## src/rtl/key_rd_pkg.sv

```systemverilog
// Shared types and defaults for the key-word table reader.
// Optional second verify pass is enabled by KEY_READ_VERIFY_EN.
package key_rd_pkg;

  localparam int KEY_WORD_W     = 16;
  localparam int KEY_NUM_WORDS  = 4;
  localparam int KEY_RD_LATENCY = 3;
  localparam int KEY_IDX_W      = $clog2(KEY_NUM_WORDS);

  typedef logic [KEY_IDX_W-1:0] key_idx_t;

  typedef enum logic [2:0] {
    IDLE,
    ISSUE,
    DRAIN,
    VERIFY,
    FIN
  } key_rd_state_e;

endpackage

```

## src/rtl/key_rd_tag_pipe.sv

```systemverilog
// Valid+index delay line that tracks each issued address
// until its word emerges from the table pipeline.
module key_rd_tag_pipe
  import key_rd_pkg::*;
#(
  parameter int DEPTH = KEY_RD_LATENCY,
  parameter int IDX_W = KEY_IDX_W
) (
  input  logic             i_clk,
  input  logic             i_rst,
  input  logic             i_vld,
  input  logic [IDX_W-1:0] i_idx,
  output logic             o_vld,
  output logic [IDX_W-1:0] o_idx
);

  logic [DEPTH-1:0] r_vld;
  logic [IDX_W-1:0] r_idx [DEPTH];

  // shift tags one stage per cycle; reset drops in-flight tags
  always_ff @(posedge i_clk) begin
    if (i_rst) begin
      for (int i = 0; i < DEPTH; i++) begin
        r_vld[i] <= 1'b0;
        r_idx[i] <= '0;
      end
    end else begin
      r_vld[0] <= i_vld;
      r_idx[0] <= i_idx;
      for (int i = 1; i < DEPTH; i++) begin
        r_vld[i] <= r_vld[i-1];
        r_idx[i] <= r_idx[i-1];
      end
    end
  end

  assign o_vld = r_vld[DEPTH-1];
  assign o_idx = r_idx[DEPTH-1];

endmodule

```

## src/rtl/key_word_reader.sv

```systemverilog
// Fetches the locking key word by word from the pipelined key table.
// Define KEY_READ_VERIFY_EN for a second read-back pass driving mismatch.
module key_word_reader
  import key_rd_pkg::*;
#(
  parameter int WORD_W     = KEY_WORD_W,
  parameter int NUM_WORDS  = KEY_NUM_WORDS,
  parameter int ADDR_W     = 2,
  parameter int RD_LATENCY = KEY_RD_LATENCY
) (
  input  logic                        clk,
  input  logic                        rst,
  input  logic                        start,
  output logic [ADDR_W-1:0]           rd_addr,
  input  logic [WORD_W-1:0]           rd_data,
  output logic                        busy,
  output logic                        done,
  output logic                        key_valid,
  output logic [NUM_WORDS*WORD_W-1:0] key_o,
  output logic                        mismatch
);

  localparam logic [ADDR_W-1:0] LAST =
    ADDR_W'(NUM_WORDS - 1);

  key_rd_state_e r_state;
  key_rd_state_e w_next;

  logic [ADDR_W-1:0]           r_addr;
  logic [NUM_WORDS*WORD_W-1:0] r_key;
  logic                        r_key_valid;
  logic [NUM_WORDS*WORD_W-1:0] w_new_key;
  logic                        w_issue;
  logic                        w_tag_vld;
  logic [ADDR_W-1:0]           w_tag_idx;
  logic                        w_last_cap;
  logic                        w_busy;
  logic                        w_done;

`ifdef KEY_READ_VERIFY_EN
  logic              r_vpass;
  logic              r_acc;
  logic              r_mis;
  logic [WORD_W-1:0] w_cur_word;
  logic              w_acc_next;
`endif

  assign w_issue    = (r_state == ISSUE) ||
                      (r_state == VERIFY);
  assign w_last_cap = w_tag_vld && (w_tag_idx == LAST);

  key_rd_tag_pipe #(
    .DEPTH (RD_LATENCY),
    .IDX_W (ADDR_W)
  ) u_tag (
    .i_clk (clk),
    .i_rst (rst),
    .i_vld (w_issue),
    .i_idx (r_addr),
    .o_vld (w_tag_vld),
    .o_idx (w_tag_idx)
  );

  // state register
  always_ff @(posedge clk) begin
    if (rst) r_state <= IDLE;
    else     r_state <= w_next;
  end

  // next-state: issue, drain, optional verify pass, finish
  always_comb begin
    w_next = r_state;
    unique case (r_state)
      IDLE:   if (start) w_next = ISSUE;
      ISSUE:  if (r_addr == LAST) w_next = DRAIN;
      DRAIN: begin
        if (w_last_cap) begin
`ifdef KEY_READ_VERIFY_EN
          w_next = r_vpass ? FIN : VERIFY;
`else
          w_next = FIN;
`endif
        end
      end
      VERIFY: if (r_addr == LAST) w_next = DRAIN;
      FIN:    w_next = IDLE;
      default: w_next = IDLE;
    endcase
  end

  // state-decoded outputs
  always_comb begin
    w_busy = (r_state != IDLE);
    w_done = (r_state == FIN);
  end

  // returned word merged into its slot of the key
  always_comb begin
    w_new_key = r_key;
    for (int i = 0; i < NUM_WORDS; i++) begin
      if (w_tag_idx == ADDR_W'(i))
        w_new_key[i*WORD_W +: WORD_W] = rd_data;
    end
  end

`ifdef KEY_READ_VERIFY_EN
  // stored word for the returning tag, compared on the verify pass
  always_comb begin
    w_cur_word = '0;
    for (int i = 0; i < NUM_WORDS; i++) begin
      if (w_tag_idx == ADDR_W'(i))
        w_cur_word = r_key[i*WORD_W +: WORD_W];
    end
    w_acc_next = r_acc |
      (w_tag_vld && r_vpass && (w_cur_word != rd_data));
  end
`endif

  // address counter, key capture and result flags
  always_ff @(posedge clk) begin
    if (rst) begin
      r_addr      <= '0;
      r_key       <= '0;
      r_key_valid <= 1'b0;
`ifdef KEY_READ_VERIFY_EN
      r_vpass     <= 1'b0;
      r_acc       <= 1'b0;
      r_mis       <= 1'b0;
`endif
    end else begin
      if (r_state == IDLE && start) begin
        r_addr      <= '0;
        r_key_valid <= 1'b0;
`ifdef KEY_READ_VERIFY_EN
        r_vpass     <= 1'b0;
        r_acc       <= 1'b0;
        r_mis       <= 1'b0;
`endif
      end else if (w_issue && r_addr != LAST) begin
        r_addr <= r_addr + ADDR_W'(1);
      end
`ifdef KEY_READ_VERIFY_EN
      if (r_state == DRAIN && w_next == VERIFY) begin
        r_addr  <= '0;
        r_vpass <= 1'b1;
      end
      if (w_tag_vld) begin
        if (r_vpass) r_acc <= w_acc_next;
        else         r_key <= w_new_key;
      end
`else
      if (w_tag_vld) r_key <= w_new_key;
`endif
      if (r_state != FIN && w_next == FIN) begin
        r_key_valid <= 1'b1;
`ifdef KEY_READ_VERIFY_EN
        r_mis       <= w_acc_next;
`endif
      end
    end
  end

  assign rd_addr   = r_addr;
  assign key_o     = r_key;
  assign key_valid = r_key_valid;
  assign busy      = w_busy;
  assign done      = w_done;
`ifdef KEY_READ_VERIFY_EN
  assign mismatch  = r_mis;
`else
  assign mismatch  = 1'b0;
`endif

endmodule
```

## config.mk

```make
export PLATFORM = sky130hd
export DESIGN_NAME = key_word_reader
export DESIGN_NICKNAME = d
export VERILOG_FILES = /design/src/rtl/key_rd_pkg.sv /design/src/rtl/key_rd_tag_pipe.sv /design/src/rtl/key_word_reader.sv
export SDC_FILE = /design/constraint.sdc
export NUM_CORES = 1
export LEC_CHECK = 0
export CORE_MARGIN = 5
export CORE_UTILIZATION = 49
export DETAILED_ROUTE_END_ITERATION = 8
export PLACE_DENSITY = 0.84
export SETUP_SLACK_MARGIN = 0.5
export SLEW_MARGIN = 0
export SYNTH_ARGS = -nofsm -noshare
export SYNTH_HDL_FRONTEND = slang
export SYNTH_SLANG_ARGS = --single-unit
export TNS_END_PERCENT = 1
```

## constraint.sdc

```tcl
create_clock -name clk -period 2.2 [get_ports clk]
set_input_delay 0.44 -clock clk [delete_from_list [all_inputs] [get_ports clk]]
set_output_delay 0.44 -clock clk [all_outputs]
set_load 0.1 [all_outputs]
```

======== Word level (Yosys, flattened, before mapping) ========
Memory sizes are Yosys's and may differ from the RTL's.
Cells that the tools add are included.
cells by class
  add/subtract/negate cells ............... 1
  eq/ne operators ......................... 11
  mux-type cells .......................... 12
  bitwise operators ....................... 3
  reductions and logical operators ........ 15
operator list
  kind                   number
  $mux W3                3
  $pmux W3 S3            1
  $reduce_and A2 Y1      4
  $eq A2 B2 Y1 const B   3
  $eq A3 B2 Y1 const B   2
  $eq A3 B3 Y1 const B   2
  $mux W2                3
  $mux W1                5
  $logic_and A1 B1 Y1    4
  $reduce_or A2 Y1       2
  $eq A3 B1 Y1 const B   1
  $logic_not A3 Y1       1
  $ne A3 B3 Y1 const B   1
  $or A1 B1 Y1           3
  $reduce_bool A3 Y1     1
  $add A2 B1 Y2 const B  1
  $eq A2 B1 Y1 const B   1
  $logic_not A2 Y1       1
  $ne A2 B2 Y1 const B   1
  $reduce_bool A2 Y1     1
  $logic_or A1 B1 Y1     1
storage, ports and cells
  register bits ........................... 73
  bits in writable memories ............... 6
  input port bits ......................... 19
  output and inout port bits .............. 70
  logic and storage cells ................. 51
  memories ................................ 1
memory list
  memory       words  bits a word  read ports  clocked after Yosys merged registers in  write ports  RTL line               RTL
  u_tag.r_idx  3      2            3           0                                        3            key_rd_tag_pipe.sv:18  logic [IDX_W-1:0] r_idx [DEPTH];

======== Depth between registers and ports, before layout ========
Gate-level depths: netlist (run 1).
An unclocked memory read counts as a cell.
  depth in word-level cells ............... 8
  depth in mapped cells ................... 6
  mapped depth without buffers ............ 4

======== By module ========
A second synthesis (run 1) with hierarchy kept.
second synthesis, totals
  cells, all modules ...................... 334
  area total of the unflattened synthesis .. 2817.7 um^2
by module, submodules not included
  module           times used  cells each  area each (um^2)  seq. area each (um^2)
  key_word_reader  1           314         2566.2            1401.3
  key_rd_tag_pipe  1           20          251.5             180.2

======== Worst setup path after synthesis (run 1) ========
OpenSTA, ideal clock, no wires.
  path type ............................... register -> register
  start point ............................. register r_addr[0] (netlist: rd_addr[0])
  end point ............................... register r_addr[1] (netlist: rd_addr[1])
  setup time .............................. 0.124 ns
  data arrival time ....................... 1.649 ns
  required time ........................... 2.076 ns
  setup slack ............................. 0.426 ns
  stages on the path, launching flop included .. 5
  path buffers ............................ 0
  period minus slack after synthesis ...... 1.774 ns
  cells stage by stage .................... dfxtp_1 ha_1 nor3b_1 mux2i_1 nor2_1
on the way
  word-level cells in the longest chain between the ends .. 2
  elaborated cells on any way between the ends .. 3
  classes of those cells .................. add/sub: 1; eq/ne: 1; reduce/logical: 1
ends and longest elaborated chain
  item                                                                   RTL line                RTL
  start: declaration                                                     key_word_reader.sv:29   logic [ADDR_W-1:0] r_addr;
  start signal: assignment                                               key_word_reader.sv:140  r_addr <= r_addr + ADDR_W'(1);
  parallel branches: the longest is 2 deep, another holds $add A2 B1 Y2  n/a
Parallel ways; which one is timed is not known.
A chain may end at the register's enable or synchronous reset.

======== Worst setup path in the final report (run 1) ========
  start point ............................. register r_state[1]
  end point ............................... output port busy
on the way
  word-level cells in the longest chain between the ends .. 1
ends and longest elaborated chain
  item                      RTL line               RTL
  start: declaration        key_word_reader.sv:26  key_rd_state_e r_state;
  start signal: assignment  key_word_reader.sv:67  else r_state <= w_next;
  $reduce_bool A3 Y1        key_word_reader.sv:93  w_busy = (r_state != IDLE);
  end: declaration          key_word_reader.sv:16  output logic busy,
No other way between the ends.

==> results.txt, run 1 <==
The fraction of power consumed by the clock network was 0.438; the maximum VDD drop was 0.000403 V. The nature of the critical path endpoint was an output port. The startpoint-to-endpoint class of the critical path is reg -> out. The total power per unit cell area was 777 mW/mm^2; the average size of a mapped cell was 8.35 um^2.

The number of antenna cells inserted was 0; the part of the total power dissipated in combinational logic was 0.066. The met3 capacity usage during global routing was 0.0369; the slew of the pin with the lowest slew margin was 0.717 ns. The post-route clock period utilization was 0.777. After floorplanning, the core was divided into 27 placement rows.

Synthesis instantiated 30 different standard cells from the library. Static timing analysis puts the maximum clock frequency at 585 MHz. The run gives 0 as the number of hold-slack violations in the final timing report. The netlist area before placement was 0.00279 mm^2; the total of warnings raised by yosys was 0. Setup repair after global routing could not meet its margin everywhere.

The count of input and output buffers was 87. The number of H-tree branching levels is 3. The share of flip-flops with an asynchronous set or reset was 0; the via count of the routed design was 2,507. The run gives 0 ns as the total negative setup slack. Leaving out fill and tap cells, the most frequent cell in the layout is nand2_1. Number of buffers on the longest clock path: 2. For the worst setup path, the data arrival time is 1.27 ns. On the final layout, the worst hold slack is 0.451 ns. The final setup violation count is 0.

The net switching power is 637 uW, and the data required time at the worst endpoint is 1.76 ns. Synthesis handed over a netlist of 334 instances. In this run the horizontal extent of the chip is 85.5 um. The post-layout minimum cycle time is 1.71 ns, and the total clock sinks is 79. The run gives 0.00376 mm^2 as the cell area after layout.

For the final net count, the log shows 432. The floorplan step defined a die boundary enclosing 0.00730 mm^2. When the netlist entered floorplanning its net count stood at 354.

Counting flops with a built-in enable in the synthesized netlist gives 0. The internal portion of the total power is 2290 uW. In this run the most used layer during global routing was met2.

The number of global-route vias before repair was 2,451; the count of pins on the block boundary was 89. The post-CTS clock slew at the launch and capture registers of the worst setup and hold paths works out to 0.08 ns. The tools report the filler cell count as 458. The first-pass detailed-route iteration total came out at 5. The number of clock buffers inserted by TritonCTS came out at 9. TritonCTS built the clock tree. The tools report the total congestion overflow as 0. The net switching share of the total power is 0.218. The tools report the number of antenna violations at the first check in global routing as 0.

The share of cells above drive strength 1 was 0.235. The maximum number of pins on one net before global-route repair came out at 44. The run finished with clean final reports. In this run the worst path has a maximum fanout of 4.

The total wire length after detailed routing came out at 7370 um. The violation count after the first detailed-route iteration was 99. The portion of total power attributed to sequential cells came out at 0.496. Buffer cell driving the clock tree root: clkbuf_8. The logs give 0.00551 mm^2 for the floorplan core area and 0.507 for the initial cell density of the core. The tools report the total global routing track utilization as 0.202.

The tools report the insertion delay to the later sink of the worst-skew pair as 0.34 ns. The run gives 0.00146 uW as the static leakage. The tools report the final routed DRC violation total as 0. Compared with the post-synthesis result, the final layout area differs by 34.8%. The tools report the global routing met1 resource utilization as 0.244. The final number of max-transition violations is 0. The worst setup path is launched from a flip-flop. The classification of the worst-slack hold path is reg -> reg. The sequential cell area fraction in the yosys report was 0.567. The routed via count divided by cell count is 5.13. Routability-driven placement finished with a final weighted congestion of 0.787. The hold-fix buffer count after cts was 0; the number of maximum-capacitance constraint violations was 0. The placed wire-length estimate was 5030 um; the worst-case headroom to the max-slew limit was 0.522.

For this run, the leading register cell type out of synthesis is dfxtp_1. On the final layout, the worst clock skew is 0.00830 ns. Leaving out fill and tap cells, the most frequent cells in the layout are 129 x nand2_1, 74 x dfxtp_1, 70 x buf_4. The first global-routing pass estimated 11,700 um of wire. Once detail routing completed, the nets flagged for antenna violations numbered 0. The die extent in y was 85.5 um; the total of flip-flops plus latches after synthesis was 79. Wire length per cell after detailed routing: 15.1 um.

After detailed placement, the total cell area comes to 0.00346 mm^2. The run gives 0.343 as the met2 capacity usage during global routing.
[worst max-delay path, stage by stage, from the launching register on]
cell     delay (ns)
dfxtp_2        0.35
or3_4          0.41
buf_12         0.18
[through the flow]
step	power [uW]	setup slack, ns	util	std cells
6_report	2920	0.490	0.683	489
5_1_grt	3020	0.450	0.683	489
4_1_cts	2940	0.489	0.681	489
3_5_place_dp	1660	0.644	0.629	471
3_3_place_gp	1660	0.758	0.629	471
2_1_floorplan	1600	0.551	-	334
[layout make-up]
class / count / area (um^2) / area share
Clock buffer: 10 / 138 / 0.0366
Clock inverter: 6 / 108 / 0.0286
Inverter: 2 / 7.51 / 0.00200
Multi-Input combinational cell: 229 / 1070 / 0.284
Sequential cell: 79 / 1590 / 0.423
Tap cell: 72 / 90.1 / 0.0240
Timing Repair Buffer: 91 / 761 / 0.202
[sequential cells by signal, summed over array words and instances (netlist names)]
| name | count |
|---|---|
| u_tag.r_idx | 6 |
| r_state | 3 |
| rd_addr | 2 |
| u_tag.r_vld | 3 |
| key_o | 64 |
| key_valid | 1 |
[logic make-up (layout without fill, tap and decap cells)]
logic type / after synthesis / after routing / synth area share
multiplexers: 1 / 1 / 0.00359
buffers and inverters: 26 / 109 / 0.0529
XOR/XNOR: 1 / 1 / 0.00314
AO/OA/AOI/OAI: 69 / 69 / 0.126
other: 1 / 1 / 0.00134
flip-flops: 79 / 79 / 0.567
adder cells (fa/ha/maj): 1 / 1 / 0.00448
AND/OR/NAND/NOR: 156 / 156 / 0.241
[synthesized netlist by cell type (2+ instances only)]
cell type / instances / area share
buf_2: 4 / 0.0072
nor3b_1: 2 / 0.0054
and3b_1: 2 / 0.0063
buf_4: 5 / 0.013
o21bai_1: 2 / 0.0054
clkbuf_2: 3 / 0.0054
nand2_1: 129 / 0.17
nor2b_1: 9 / 0.020
clkbuf_1: 9 / 0.012
inv_1: 2 / 0.0027
nor2_1: 3 / 0.0040
buf_6: 3 / 0.012
nand3b_1: 2 / 0.0054
dfxtp_1: 79 / 0.57
a21oi_1: 65 / 0.12
[power groups by stage]
stage | clock [uW] | sequential [uW] | combinational (uW)
final | 1280 | 1450 | 194
after global routing | 1370 | 1450 | 204
after CTS | 1300 | 1450 | 192
after detailed placement | 0 | 1480 | 182
after global placement | 0 | 1480 | 181
after floorplan | 0 | 1530 | 69.2
[layer usage]
layer	wire, um	vias to the layer above
met3	412	14
met2	3680	88
met5	0	-
li1	-	1234
met1	3120	1171
met4	153	0
[final timing paths]
path | start | to | slack, ns | cells past startpoint
hold reg to reg | u_tag.r_vld[1]$_SDFF_PP0_ | u_tag.r_vld[2]$_SDFF_PP0_ | 0.45 | 1
setup / recovery | r_state[1]$_SDFF_PP0_ | busy | 0.49 | 2
hold / removal | u_tag.r_vld[1]$_SDFF_PP0_ | u_tag.r_vld[2]$_SDFF_PP0_ | 0.45 | 1
setup reg to reg | u_tag.r_idx[0][5]$_SDFF_PP0_ | key_o[54]$_SDFFE_PP0P_ | 0.63 | 3
[repair_timing]
| action | CTS | global route |
|---|---|---|
| pin swaps | 1 | 0 |
| buffers inserted | 2 | 0 |
| endpoints found under the setup margin | 2 | 2 |
| resized for setup | 8 | 3 |
(Power assumes the default switching activity.)
==> run 2: changes to the inputs <==
--- a/config.mk
+++ b/config.mk
@@ -6,9 +6,9 @@
 export NUM_CORES = 1
 export LEC_CHECK = 0
 export CORE_MARGIN = 5
-export CORE_UTILIZATION = 49
+export CORE_UTILIZATION = 45
 export DETAILED_ROUTE_END_ITERATION = 8
-export PLACE_DENSITY = 0.84
+export PLACE_DENSITY = 0.78
 export SETUP_SLACK_MARGIN = 0.5
 export SLEW_MARGIN = 0
 export SYNTH_ARGS = -nofsm -noshare
==> constraint.sdc (replaced) <==
create_clock -name clk -period 1.6 [get_ports clk]
set_input_delay 0.32 -clock clk [delete_from_list [all_inputs] [get_ports clk]]
set_output_delay 0.32 -clock clk [all_outputs]
set_load 0.1 [all_outputs]
==> results.txt, run 2 (synthesis results as in run 1) <==
The net switching share of the total power works out to 0.267 (+0.0493). Startpoint-to-endpoint class of the critical path: reg -> out. The tools report the routability-driven placement congestion ratio as 0.791 (+0.57%). The storage element area was 0.00173 mm^2 (+9.0%); the cell area after layout was 0.00542 mm^2 (+44%).

The final cell count without fillers was 499 (+2.0%); the area used by multi-input combinational logic was 0.00168 mm^2 (+58%). The logs give 79 (unchanged) for the total clock sinks and 0 (unchanged) for the total congestion overflow. Based on the critical path, the design can be clocked at up to 614 MHz. The tools report the number of antenna violations at the first check in global routing as 0 (unchanged).

The flow ran to the end, but the final reports show violations. Number of antenna cells inserted: 0 (unchanged). The tools report the initial cell density of the core as 0.466 (-0.0410).

Post-layout minimum cycle time: 1.63 ns. First-pass GRT wire length: 13,000 um (+11%). The share of cells above drive strength 1 was 0.722 (+0.487). The run gives 9 (unchanged) as the number of clock buffers inserted by TritonCTS.

TritonCTS built the clock tree. The die width works out to 88.7 um (+3.8%). The die area was 0.00787 mm^2 (+7.8%); the number of H-tree branching levels was 3 (unchanged).

The post-route clock period utilization was 1.02; the insertion delay to the later sink of the worst-skew pair was 0.37 ns (+0.03 ns). The number of maximum-capacitance constraint violations was 0 (unchanged); the count of buffering cells on the critical path with inverters included was 1 (unchanged). The final reports fail on setup timing.

Setup repair after global routing could not meet its margin everywhere. Relative to the synthesized area, the layout overhead comes to 94.2%. The cell internal power dissipation came out at 2880 uW (+26%).

The final antenna-violating net count was 0 (unchanged); the final setup violation count was 1 (+1). The static leakage came out at 0.00203 uW (+39%). In this run the clock root is driven by a clkbuf_8. The portion of total power attributed to sequential cells was 0.501 (+0.005); the fraction of power consumed by the clock network was 0.407 (-0.031).

The maximum number of pins on one net before global-route repair was 43 (-2.3%); the placed wire-length estimate was 5660 um (+13%). The hold-fix buffer count after cts was 0 (unchanged). The total power per unit cell area came out at 725 mW/mm^2 (-6.7%). The largest clock skew in the final design is 0.0120 ns (+0.00366 ns). The floorplan core area was 0.00599 mm^2 (+8.8%); the total wire length after detailed routing was 11,600 um (+58%). The die extent in y works out to 88.7 um (+3.8%). The library cells used most frequently in the layout, excluding fill and tap cells, are 73 x buf_12, 63 x nand2_1, 57 x a21oi_2. In this run the worst hold path is classified as in -> reg.

The data required time at the worst endpoint was 1.28 ns (-0.48 ns). The logs give 0 (unchanged) for the number of hold-slack violations in the final timing report and 2,879 (+15%) for the via count of the routed design. The part of the total power dissipated in combinational logic came out at 0.092 (+0.026). The final routed DRC violation total came out at 0 (unchanged).

The least setup slack across all paths after layout was -0.0299 ns (-0.519 ns); the post-CTS clock slew at the launch and capture registers of the worst setup and hold paths was 0.08 ns (about the same). The run gives 0.586 (+0.0645) as the worst-case headroom to the max-slew limit. The critical path goes through or3_4, buf_12.

The first-pass detailed-route iteration total was 5 (unchanged); the total global routing track utilization was 0.221 (+0.0182). The cell type group with the largest total delay on the critical path was simple AND/OR/NAND/NOR gates. The run gives 1.31 ns (+0.04 ns) as the worst endpoint data arrival time. The number of instances in the placed design is 481 (+2.1%), and the routed via count divided by cell count is 5.77 (+13%). The run gives 0.904 (+0.222) as the final core utilization. For the final net count, the log shows 439 (+1.6%). The number of flip-flops in the largest register works out to 64 (unchanged). The number of buffers on the longest clock path was 2 (unchanged); the count of input and output buffers was 87 (unchanged). The cell with the largest stage delay on the worst path was or3_4. The logs give 186 (+88%) for the violation count after the first detailed-route iteration and 28 (+3.7%) for the number of placement rows. The maximum VDD drop is 0.000688 V (+71%), and the net switching power is 1050 uW (+65%).

The critical path's largest stage delay works out to 0.41 ns (about the same). The wire length per cell after detailed routing is 23.3 um (+55%), and the filler cell count is 180 (-61%). Critical path startpoint category: a flip-flop. The tools report the count of pins on the block boundary as 89 (unchanged). The tools report the final number of max-transition violations as 0 (unchanged). The worst setup path is captured at an output port. For the final worst hold slack, the log shows 0.239 ns (-0.212 ns). The library cell used most frequently in the layout, excluding fill and tap cells, is buf_12. The number of global-route vias before repair is 2,595 (+5.9%), and the post-route total power is 3930 uW (+34%). The cell area reported after detailed placement is 0.00441 mm^2 (+27%), and the highest net fanout along the worst path is 2 (-2). Slew of the pin with the lowest slew margin: 0.620 ns (-0.0967 ns).
## run 2: cell count changes in the layout (fill, tap and decap cells not counted), sizes merged
cell	delta
buf	+7
bufinv	-2
clkbuf	+1
clkinvlp	+1
## run 2: metrics by stage
| step | TNS, ns | setup WS (ns) |
|---|---|---|
| 3_3_place_gp | 0 | 0.226 |
| 4_1_cts | 0 | 0.00381 |
| 5_1_grt | -0.0549 | -0.0549 |
| 2_1_floorplan | 0 | 0.305 |
| 6_report | -0.0299 | -0.0299 |
| 3_5_place_dp | 0 | 0.152 |
## run 2: final timing paths
check / slack [ns] / cells past startpoint / end / startpoint
hold / removal: 0.24 / 2 / r_state[1]$_SDFF_PP0_ / rst
setup / recovery: -0.03 / 2 / busy / r_state[2]$_SDFF_PP0_
hold reg to reg: 0.43 / 1 / u_tag.r_idx[0][4]$_SDFF_PP0_ / u_tag.r_idx[0][2]$_SDFF_PP0_
setup reg to reg: 0.24 / 4 / key_o[39]$_SDFFE_PP0P_ / u_tag.r_idx[0][4]$_SDFF_PP0_
## run 2: power by group through the flow
stage / Clock (uW) / Combinational (uW) / Sequential, uW
finish: 1600 / 361 / 1970
global route: 1700 / 373 / 1970
CTS: 1520 / 290 / 1990
detailed placement: 0 / 283 / 2040
global placement: 0 / 280 / 2040
floorplan: 0 / 98.1 / 2100
## run 2: area by class of cell
cell class                      instances  area share
Sequential cell                        79       0.320
Tap cell                               75      0.0173
Clock buffer                           11      0.0282
Timing Repair Buffer                   98       0.312
Inverter                                2     0.00139
Multi-Input combinational cell        229       0.311
Clock inverter                          5      0.0102
## run 2: layer usage
| metal | track usage | up-vias | part of all wire |
|---|---|---|---|
| li1 | - | 1245 | - |
| met1 | 0.268 | 1419 | 0.39 |
| met2 | 0.372 | 173 | 0.51 |
| met3 | 0.0670 | 42 | 0.074 |
| met4 | 0.0728 | 0 | 0.033 |
| met5 | 0 | - | 0 |
## run 2: timing repair
| action | 4_1_cts | 5_1_grt |
|---|---|---|
| pin swaps | 1 | 104 |
| setup buffers | 2 | 0 |
| gates resized for setup | 5 | 267 |
| setup endpoints to repair | 138 | 138 |
==> run 3: changes to the inputs <==
--- a/config.mk
+++ b/config.mk
@@ -7,8 +7,10 @@
 export LEC_CHECK = 0
 export CORE_MARGIN = 5
 export CORE_UTILIZATION = 45
+export CTS_CLUSTER_DIAMETER = 30
 export DETAILED_ROUTE_END_ITERATION = 8
 export PLACE_DENSITY = 0.78
+export REMOVE_ABC_BUFFERS = 1
 export SETUP_SLACK_MARGIN = 0.5
 export SLEW_MARGIN = 0
 export SYNTH_ARGS = -nofsm -noshare
==> results.txt, run 3 (synthesis results as in run 1) <==
The tools report the total congestion overflow as 0 (unchanged). The number of antenna violations at the first check in global routing is 0 (unchanged), and the first-pass detailed-route iteration total is 4 (-1). The critical path startpoint category was a flip-flop. The area growth from synthesis to layout is 88.1%.

For the final worst hold slack, the log shows 0.397 ns (+0.158 ns). The run gives 0 (unchanged) as the number of maximum-capacitance constraint violations. The library cells used most frequently in the layout, excluding fill and tap cells, are 85 x nand2_1, 72 x buf_12, 47 x dfxtp_2. The least setup slack across all paths after layout was -0.0296 ns (+0.000251 ns); the total clock sinks was 79 (unchanged). The tools report the maximum number of pins on one net before global-route repair as 60 (+40%).

The worst register-to-register path begins at u_tag.r_idx[0][5]$_SDFF_PP0_. The total power per unit cell area was 735 mW/mm^2 (+1.4%); the hold-fix buffer count after cts was 0 (unchanged). The source of the critical timing path is r_state[0]$_SDFF_PP0_.

Setup repair after global routing could not meet its margin everywhere. The final routed DRC violation total came out at 0 (unchanged). For the insertion delay to the later sink of the worst-skew pair, the log shows 0.37 ns (about the same). For the number of global-route vias before repair, the log shows 2,661 (+2.5%). The largest clock skew in the final design is 0.0114 ns (-0.000521 ns), and the routability-driven placement congestion ratio is 0.769 (-2.8%). The met3 capacity usage during global routing came out at 0.0866 (+0.0196). The logs give 0.234 (+0.0132) for the total global routing track utilization and 2 (unchanged) for the number of buffers on the longest clock path. Number of H-tree branching levels: 3 (unchanged).

The layer with the highest usage was met2. The number of placement rows was 28 (unchanged). The wire length per cell after detailed routing is 21.1 um (-9.5%).

STA classifies the critical path endpoint as an output port. The floorplan core area came out at 0.00599 mm^2 (unchanged). The run finished, with violations left.

The tools report the worst endpoint data arrival time as 1.31 ns (about the same). The tools report the final net count as 443 (+0.91%). The cell area after layout came out at 0.00525 mm^2 (-3.1%). The upper clock frequency limit came out at 614 MHz (about the same). The highest net fanout along the worst path was 7 (+5); the first-pass GRT wire length was 13,700 um (+5.4%). The met2 capacity usage during global routing is 0.406 (+0.0331), and the post-route clock period utilization is 1.02 (about the same). The maximum VDD drop was 0.000686 V (-0.24%).

The tools report the final number of max-transition violations as 0 (unchanged). The final reports fail on setup timing. Buffer cell driving the clock tree root: clkbuf_8. The number of hold-slack violations in the final timing report is 0 (unchanged).

Area used by multi-input combinational logic: 0.00148 mm^2 (-12%). The worst hold path begins at rst. The routed via count divided by cell count is 5.54 (-4.0%). Number of antenna cells inserted: 0 (unchanged). The logs give 10,600 um (-8.7%) for the total wire length after detailed routing and 0.00174 mm^2 (+0.29%) for the storage element area.

The run gives 0 (unchanged) as the final antenna-violating net count. The cell area reported after detailed placement was 0.00442 mm^2 (+0.14%); the die area was 0.00787 mm^2 (unchanged). The number of flip-flops in the largest register came out at 64 (unchanged). Die extent in y: 88.7 um (unchanged).

Placed wire-length estimate: 5560 um (-1.7%). The die width was 88.7 um (unchanged); the number of clock buffers inserted by TritonCTS was 9 (unchanged). The post-CTS clock slew at the launch and capture registers of the worst setup and hold paths was 0.08 ns (about the same); the via count of the routed design was 2,785 (-3.3%).

The post-layout minimum cycle time works out to 1.63 ns (-0.000251 ns). The data required time at the worst endpoint was 1.28 ns (about the same); the count of input and output buffers was 87 (unchanged). TritonCTS built the clock tree. The count of pins on the block boundary is 89 (unchanged). For the filler cell count, the log shows 243 (+35%). The startpoint-to-endpoint class of the critical path is reg -> out. The final core utilization came out at 0.876 (-0.0284).

Classification of the worst-slack hold path: in -> reg. The violation count after the first detailed-route iteration was 183 (-1.6%). The most common library cell in the layout ignoring fill and taps is nand2_1. The share of cells above drive strength 1 is 0.640 (-0.0815), and the global routing met1 resource utilization is 0.255 (-0.0129). The run gives 1 (unchanged) as the final setup violation count. The initial cell density of the core is 0.466 (unchanged), and the static leakage is 0.00185 uW (-9.1%).
run 3: cell count changes in the layout (fill, tap and decap cells not counted), sizes merged:
cell and change:
clkinv +1, buf +4, clkinvlp -1
run 3: worst paths after layout:
kind	end	slack (ns)	depth (start not counted)
setup / recovery	busy	-0.03	2
hold reg to reg	u_tag.r_vld[2]$_SDFF_PP0_	0.44	1
hold / removal	key_o[27]$_SDFFE_PP0P_	0.40	2
setup reg to reg	key_o[23]$_SDFFE_PP0P_	0.28	4
run 3: through the flow:
step	setup WS (ns)	total power, uW	TNS, ns	std cells
finish	-0.0296	3860	-0.0296	503
global route	-0.0623	3970	-0.0623	503
CTS	-0.00980	3820	-0.00980	503
detailed placement	0.165	2320	0	486
global placement	0.224	2320	0	486
floorplan	-0.174	2160	-0.366	310
run 3: where the power goes:
part           internal, uW  total (uW)  switching, uW
Sequential             1940        1960           22.2
Combinational           117         321            205
Clock                   803        1570            768
run 3: critical path, cell delays in order (launching register included):
cell and delay (ns):
dfxtp_2 0.36, or3_4 0.41, buf_12 0.18
run 3: layout make-up:
class / instances / area share
well taps: 75 / 0.0179
repair buffers: 102 / 0.329
multi-input cells: 229 / 0.281
flip-flops and latches: 79 / 0.331
clock inverters: 5 / 0.0107
clock buffers: 11 / 0.0289
inverters: 2 / 0.00143
run 3: layer usage:
layer | wire (um) | share of wire | vias to the layer above
li1 | - | - | 1252
met1 | 3700 | 0.35 | 1368
met2 | 5680 | 0.53 | 130
met3 | 881 | 0.083 | 35
met4 | 371 | 0.035 | 0
met5 | 0 | 0 | -
run 3: timing repair:
| action | CTS | global route |
|---|---|---|
| resized for setup | 118 | 110 |
| buffers inserted | 1 | 0 |
| pin swaps | 58 | 85 |
| endpoints found under the setup margin | 138 | 130 |
